$ cat config.mk
export PLATFORM = sky130hd
export DESIGN_NAME = mem_controller
export DESIGN_NICKNAME = d
export VERILOG_FILES = /design/src/rtl/mem_controller.sv
export SDC_FILE = /design/constraint.sdc
export NUM_CORES = 1
export LEC_CHECK = 0
export ABC_CLOCK_PERIOD_IN_PS = 3270
export BUFFER_PORTS_ARGS = -buffer_cell sky130_fd_sc_hd__buf_2
export CAP_MARGIN = 20
export CORE_AREA = 2 2 246 248
export DETAILED_ROUTE_END_ITERATION = 10
export DIE_AREA = 0 0 248 250
export PLACE_DENSITY = 0.43
export SETUP_SLACK_MARGIN = 0.5
export SLEW_MARGIN = 25
export SYNTH_ARGS = -nofsm -noshare
export SYNTH_HDL_FRONTEND = slang
export SYNTH_SLANG_ARGS = --single-unit
export TNS_END_PERCENT = 1
$ cat constraint.sdc
create_clock -name clkIn -period 3.27 [get_ports clkIn]
set_input_delay 0.4905 -clock clkIn [delete_from_list [all_inputs] [get_ports clkIn]]
set_output_delay 0.4905 -clock clkIn [all_outputs]
set_load 0.1 [all_outputs]
$ cat src/rtl/mem_controller.sv
// rtl/mem_controller.sv - byte-wide RAM/IO port sequencer for ICache/DCache line bursts and IO transfers (option macro: MEM_CTRL_ROUND_ROBIN_EN)
module mem_controller #(
  parameter  int BLOCK_WIDTH = 4,
  localparam int BLOCK_SIZE  = 2 ** BLOCK_WIDTH
) (
  input  logic                      clkIn,
  input  logic                      resetIn,
  input  logic                      clearIn,
  input  logic                      iMiss,
  input  logic [31:BLOCK_WIDTH]     iMissAddr,
  output logic                      iDataValid,
  output logic [BLOCK_SIZE*8-1:0]   iDataOut,
  input  logic                      dMiss,
  input  logic                      dReadWrite,
  input  logic [31:BLOCK_WIDTH]     dMissAddr,
  input  logic [BLOCK_SIZE*8-1:0]   dWriteData,
  output logic                      memDataValid,
  output logic [31:BLOCK_WIDTH]     memAddr,
  output logic [BLOCK_SIZE*8-1:0]   memDataOut,
  output logic                      acceptWrite,
  input  logic                      ioValid,
  input  logic                      ioReadWrite,
  input  logic [1:0]                ioType,
  input  logic [31:0]               ioAddr,
  input  logic [31:0]               ioData,
  output logic                      mutableMemInValid,
  output logic [31:0]               mutableMemDataOut,
  output logic                      mutableWriteSuc,
  input  logic [7:0]                memIn,
  output logic [7:0]                memOut,
  output logic [31:0]               memA,
  output logic                      memWr,
  input  logic                      ioBufferFull
);

  localparam int LINE_BITS = BLOCK_SIZE * 8;
  localparam int CW        = BLOCK_WIDTH + 1;

  typedef enum logic [2:0] {
    S_IDLE, S_IREAD, S_DREAD, S_DWRITE, S_IOREAD, S_IOWRITE, S_DONE
  } state_t;

  state_t               r_state;
  state_t               r_kind;
  logic [CW-1:0]        r_cnt;
  logic [CW-1:0]        r_len;
  logic [31:0]          r_base;
  logic [LINE_BITS-1:0] r_buf;
`ifdef MEM_CTRL_ROUND_ROBIN_EN
  logic                 r_rr_ifirst;
`endif

  logic                   w_dw_req;
  logic                   w_dr_req;
  logic                   w_grant_d;
  logic                   w_grant_i;
  logic [CW-1:0]          w_io_len;
  logic [BLOCK_WIDTH-1:0] w_cap_idx;
  logic                   w_wr_go;
  logic                   w_done;

  assign w_dw_req  = dMiss && !dReadWrite;
  assign w_dr_req  = dMiss && dReadWrite;
  // Byte captured this cycle is the one addressed in the previous cycle.
  assign w_cap_idx = r_cnt[BLOCK_WIDTH-1:0] - BLOCK_WIDTH'(1);
  // Only the IO write path may be stalled by the downstream write buffer.
  assign w_wr_go   = !(r_state == S_IOWRITE && ioBufferFull);
  assign w_done    = (r_state == S_DONE);

  // Transfer length for IO accesses; an undefined size code moves one byte.
  always_comb begin
    w_io_len = CW'(1);
    case (ioType)
      2'b10:   w_io_len = CW'(2);
      2'b11:   w_io_len = CW'(4);
      default: w_io_len = CW'(1);
    endcase
  end

  // Choose between a DCache line read and an ICache line read.
  always_comb begin
`ifdef MEM_CTRL_ROUND_ROBIN_EN
    w_grant_i = iMiss && (!w_dr_req || r_rr_ifirst);
    w_grant_d = w_dr_req && !w_grant_i;
`else
    w_grant_d = w_dr_req;
    w_grant_i = iMiss && !w_dr_req;
`endif
  end

  // Main sequencer: arbitration, byte counting, read capture and completion.
  always_ff @(posedge clkIn or negedge resetIn) begin
    if (!resetIn) begin
      r_state <= S_IDLE;
      r_kind  <= S_IDLE;
      r_cnt   <= '0;
      r_len   <= '0;
      r_base  <= '0;
      r_buf   <= '0;
`ifdef MEM_CTRL_ROUND_ROBIN_EN
      r_rr_ifirst <= 1'b1;
`endif
    end else begin
      case (r_state)
        S_IDLE: begin
          r_cnt <= '0;
          if (w_dw_req) begin
            r_state <= S_DWRITE;
            r_kind  <= S_DWRITE;
            r_base  <= {dMissAddr, {BLOCK_WIDTH{1'b0}}};
            r_len   <= CW'(BLOCK_SIZE);
            r_buf   <= dWriteData;
          end else if (ioValid) begin
            r_base <= ioAddr;
            r_len  <= w_io_len;
            if (ioReadWrite) begin
              r_state <= S_IOREAD;
              r_kind  <= S_IOREAD;
              r_buf   <= '0;
            end else begin
              r_state <= S_IOWRITE;
              r_kind  <= S_IOWRITE;
              r_buf   <= {{(LINE_BITS-32){1'b0}}, ioData};
            end
          end else if (w_grant_d) begin
            r_state <= S_DREAD;
            r_kind  <= S_DREAD;
            r_base  <= {dMissAddr, {BLOCK_WIDTH{1'b0}}};
            r_len   <= CW'(BLOCK_SIZE);
            r_buf   <= '0;
          end else if (w_grant_i) begin
            r_state <= S_IREAD;
            r_kind  <= S_IREAD;
            r_base  <= {iMissAddr, {BLOCK_WIDTH{1'b0}}};
            r_len   <= CW'(BLOCK_SIZE);
            r_buf   <= '0;
          end
`ifdef MEM_CTRL_ROUND_ROBIN_EN
          if (!w_dw_req && !ioValid && w_dr_req && iMiss) begin
            r_rr_ifirst <= !r_rr_ifirst;
          end
`endif
        end
        S_IREAD, S_DREAD, S_IOREAD: begin
          if (clearIn) begin
            r_state <= S_IDLE;
          end else begin
            if (r_cnt != '0) begin
              r_buf[{w_cap_idx, 3'b000} +: 8] <= memIn;
            end
            if (r_cnt == r_len) begin
              r_state <= S_DONE;
            end else begin
              r_cnt <= r_cnt + CW'(1);
            end
          end
        end
        S_DWRITE, S_IOWRITE: begin
          if (w_wr_go) begin
            if (r_cnt == r_len - CW'(1)) begin
              r_state <= S_DONE;
            end else begin
              r_cnt <= r_cnt + CW'(1);
            end
          end
        end
        S_DONE:  r_state <= S_IDLE;
        default: r_state <= S_IDLE;
      endcase
    end
  end

  // Memory pin drive: idle and completion cycles keep the port quiet.
  always_comb begin
    memA   = 32'd0;
    memWr  = 1'b0;
    memOut = 8'd0;
    case (r_state)
      S_IREAD, S_DREAD, S_IOREAD: begin
        memA = r_base + 32'(r_cnt);
      end
      S_DWRITE, S_IOWRITE: begin
        memA   = r_base + 32'(r_cnt);
        memWr  = w_wr_go;
        memOut = r_buf[{r_cnt[BLOCK_WIDTH-1:0], 3'b000} +: 8];
      end
      default: begin
        memA   = 32'd0;
        memWr  = 1'b0;
        memOut = 8'd0;
      end
    endcase
  end

  // A flush in the completion cycle of a read suppresses its pulse.
  assign iDataValid        = w_done && (r_kind == S_IREAD)   && !clearIn;
  assign memDataValid      = w_done && (r_kind == S_DREAD)   && !clearIn;
  assign mutableMemInValid = w_done && (r_kind == S_IOREAD)  && !clearIn;
  assign acceptWrite       = w_done && (r_kind == S_DWRITE);
  assign mutableWriteSuc   = w_done && (r_kind == S_IOWRITE);

  assign iDataOut          = r_buf;
  assign memDataOut        = r_buf;
  assign mutableMemDataOut = r_buf[31:0];
  assign memAddr           = r_base[31:BLOCK_WIDTH];

endmodule

======== Word level (Yosys, flattened, before mapping) ========
Index checks and enable logic that the tools add are counted.
cells by class
  add/subtract/negate cells ............... 5
  equal/unequal tests ..................... 23
  shifts and indexed selects .............. 3
  multiplexer cells ....................... 36
  reductions and logical operators ........ 28
operator list
  kind                                                    number
  two-way mux 128 bit                                     6
  case mux 128 bit (2 select lines)                       1
  two-way mux 32 bit                                      6
  bitwise mux 128 bit                                     1
  variable shift 8 x 9 -> 128 bit (first input constant)  1
  indexed part select 128 x 8 -> 8 bit                    1
  indexed part select 8 x 9 -> 128 bit                    1
  two-way mux 5 bit                                       8
  adder 32 x 5 -> 32 bit                                  1
  two-way mux 3 bit                                       8
  == test 3 bit (second input constant)                   5
  case mux 5 bit (3 select lines)                         1
  == test 3 x 2 -> 1 bit (second input constant)          4
  logical AND 1 bit                                       12
  != test 2 bit (second input constant)                   6
  == test 5 bit                                           2
  negation 7 -> 9 bit                                     1
  case mux 3 bit (3 select lines)                         1
  two-way mux 8 bit                                       1
  AND reduction 4 bit                                     2
  == test 3 x 1 -> 1 bit (second input constant)          2
  case mux 3 bit (2 select lines)                         1
  adder 5 x 1 -> 5 bit (second input constant)            1
  != test 5 bit (second input constant)                   1
  other kinds (16)                                        21
storage, ports and cells
  register bits ........................... 176
  input port bits ......................... 267
  output and inout port bits .............. 362
  logic and storage cells ................. 101

======== Logic depth before layout (Yosys ltp) ========
  word-level depth ........................ 8
  gate-level depth with buffers ........... 13
  mapped depth without buffers ............ 8

======== Worst setup path before layout ========
OpenSTA, ideal clock, no wires.
  kind .................................... register to output
  from .................................... register r_cnt[1]
  to ...................................... output memA[22]
  arrival time ............................ 4.269 ns
  data required time ...................... 2.779 ns
  path slack .............................. -1.490 ns
  cell stages (with the launch flop) ...... 11
  path buffers ............................ 3
  cell sequence ........................... dfrtp_1 > buf_2 > buf_1 > inv_1 > fa_1 > nor2b_1 > o21ai_0 > a21o_1 > clkbuf_1 > or4_1 > a21oi_1
between the ends
  word-level cells in the longest chain between the ends .. 2
ends and longest elaborated chain
  item                      RTL line  source
  start: declaration        45        logic [CW-1:0] r_cnt;
  start signal: assignment  154       r_cnt <= r_cnt + CW'(1);
  start signal: assignment  163       r_cnt <= r_cnt + CW'(1);
  adder 32 x 5 -> 32 bit    180, 183
  two-way mux 32 bit        n/a
  end: declaration          31        output logic [31:0] memA,
No other way between the ends.

======== Worst setup path in the final report ========
  from .................................... register r_cnt[1]
  to ...................................... output memA[20]
Same word-level chain as after synthesis.

==> reports/results.ini <==
[sta]
worstMarginPinSlew_ns=0.814
rsz0062_at_grt=yes
postLayoutSetupSlackWorst_ns=-0.108
max_freq_ghz=0.296
post-route-min-period_ns=3.38
finalCritPeriodShare=1.03
slew_viol_final=0
finalSetupViolCount=12
skew_ns=0.0275
finalHoldViolations=0
maxSlewHeadroom=0.456

[detailed_routing]
dr_total_vias=13300
avgRoutedWirePerCell_um=26.7
drtIter0Drc=915
vias_per_cell=5.12
totalWireLength_mm=69.7
wl_met3_mm=4.44
firstDrtPassIters=10
met2_length_mm=34.5
drc_errors=0
routed.top_layer=met5
met1_length_mm=28.9
ant_nets=0

[run_status]
violations=setup timing
status=finished, violations left

[cells_and_area]
final_util=0.308
fillers=6226
layout-drive-gt1-share=0.554
syn2layout_area_growth_pct=35.5
fin_nets=2086
seq_area_um2=4400
multi_input_area_um2=7780

[clock_network]
clk_pin_slew_ns=0.09
cts_made_buffers=17
root_buffer=clkbuf_16
clock_latency_ns=0.50
cts_sinks=175
cts_max_path_buffers=2
cts_max_level=4
cts_tree=built

[critical_path]
cp_max_fo=8
required_ns=2.78
start_kind=register
ff2ff_path_depth=8
reg2reg_slack_ns=0.25
cp.arrival_ns=2.89
critical_path_class=register to output port
cp-end-kind=output port
worstReg2RegEnd=iDataOut[46]
r2r-start=r_cnt[0]

[die]
die_w_um=248
dieArea_um2=62000
fp.dieH_um=250
rows=90
initial_core_util=0.228
io_pins=629
core_um2=59600

[placed_design]
place_congestion=0.850
io_buffer_count=628
hpwl_mm=53.4

[synth]
ys_warn_count=0
synth_cell_type_count=77
synth_edf_count=0
yosys.area.top_type_share=0.323
avgSynthCellArea_um2=9.81
synth_largest_area_cell=dfrtp_1
synth_seq_area_share=0.323
synth-async-reset-ratio=1.00
synth_nets=1663
synth_area_um2=13600
synth_ff_type=dfrtp_1
ys_ff_latch=175
synth_cells=1382
synth_area_leaders=dfrtp_1, buf_4, mux2_2

[job]
maxCapViolCount=0

[global_routing]
grt_max_degree=77
grt_pass1_wl_mm=97.6
grt_antenna_before_repair=9
grt_pass1_vias=13200
overflow=0
grt_util_all_layers=0.220

[worst_hold_path]
hold_class=input pin to async pin

==> kinds of logic (layout without fill, tap and decap cells) <==
group                    after synthesis  count (layout)  share of synthesized area
buffers and inverters                336             771                      0.148
AO/OA/AOI/OAI                        376             377                      0.215
multiplexers                         167             167                      0.170
XOR/XNOR                              20              20                     0.0169
other                                  0               5                          0
AND/OR/NAND/NOR                      294             294                      0.114
flip-flops                           175             175                      0.323
adder cells (fa/ha/maj)               14              14                     0.0135
==> through the flow <==
stage	hold slack, ns	TNS [ns]	cells	worst slack (ns)	cell area (um^2)
after global routing	0.111	-1.69	2603	-0.213	18400
after CTS	0.0658	-1.49	2600	-0.184	18200
after global placement	0.496	0	2561	0.0302	17100
final	0.0733	-0.549	2605	-0.108	18400
after detailed placement	0.500	-0.00162	2561	-0.00162	17100
after floorplan	0.195	0	1382	0.0358	13800
==> how the worst max path moves through the flow <==
stage | slack, ns | end | cells after the start | from
after floorplan | 0.04 | memA[14] | 10 | r_cnt[1]
after global placement | 0.03 | memA[18] | 9 | r_cnt[0]
after detailed placement | -0.002 | iDataOut[86] | 8 | r_cnt[0]
after CTS | -0.18 | memA[30] | 9 | r_cnt[0]
after global routing | -0.21 | memA[20] | 10 | r_cnt[0]
final | -0.11 | memA[20] | 9 | r_cnt[1]
==> cell type report <==
class | instances | area share
clock inverter | 15 | 0.0101
antenna | 5 | 0.000681
multi-input combinational | 872 | 0.424
clock buffer | 17 | 0.0232
sequential | 175 | 0.239
inverter | 42 | 0.00872
tap | 782 | 0.0533
timing repair buffer | 697 | 0.241
==> routing by layer <==
metal / GRT usage / vias to the layer above
li1: - / 5922
met3: 0.0379 / 89
met5: 0 / -
met1: 0.279 / 6720
met2: 0.372 / 604
met4: 0.0770 / 6
==> state kept, by name, indices dropped and copies added (netlist names) <==
| name | flops |
|---|---|
| r_kind | 3 |
| r_base | 32 |
| r_len | 4 |
| iDataOut | 128 |
| r_cnt | 5 |
| r_state | 3 |
==> worst max-delay path: stages (launching register included) <==
cell and delay, ns:
dfrtp_2 0.47, inv_4 0.10, fa_2 0.43, nor2b_4 0.15, o21ai_4 0.09, a21o_2 0.26
buf_4 0.17, o31ai_1 0.43, a21oi_4 0.12, buf_12 0.18
==> cell usage after synthesis, drive strengths merged (3+ instances only) <==
cell type,number
nor3,10
a22o,20
buf,220
a21oi,39
a41oi,3
a211oi,8
nor2b,44
ha,13
mux4,40
nor4,4
nand2b,6
or4,15
or3,13
o31ai,49
o211ai,12
o2bb2ai,48
dfrtp,175
o22ai,9
or2,3
clkbuf,74
o21ai,76
mux2,109
o21a,4
o311ai,9
nand3,70
o221ai,26
nor2,35
inv,42
nand4,13
nand2,67
a21o,3
a222oi,24
xnor2,7
xor2,11
a211o,26
mux2i,18
and3,4
==> placed cells by master (no fill, tap or decap), types with 34 or more instances in the layout <==
cell type / netlist / final
dfrtp_1: 175 / 163
o21ai_0: 66 / 57
buf_2: 21 / 584
buf_12: 0 / 43
o31ai_1: 46 / 42
mux4_2: 40 / 40
mux2_2: 104 / 104
nand3_1: 70 / 69
o2bb2ai_1: 48 / 48
nand2_1: 67 / 66
buf_4: 190 / 54
nor2b_1: 44 / 34
inv_1: 42 / 40
==> timing repair <==
item	CTS	global route
cloned	4	0
setup buffers	3	0
gates resized for setup	72	55
endpoints found under the hold margin	0	0
pin swaps	12	16
hold buffers	0	0
setup endpoints to repair	174	174
Power is left out: the tool's default activity adds up to more than one toggle a clock period on the data nets, which glitch-free logic cannot reach.
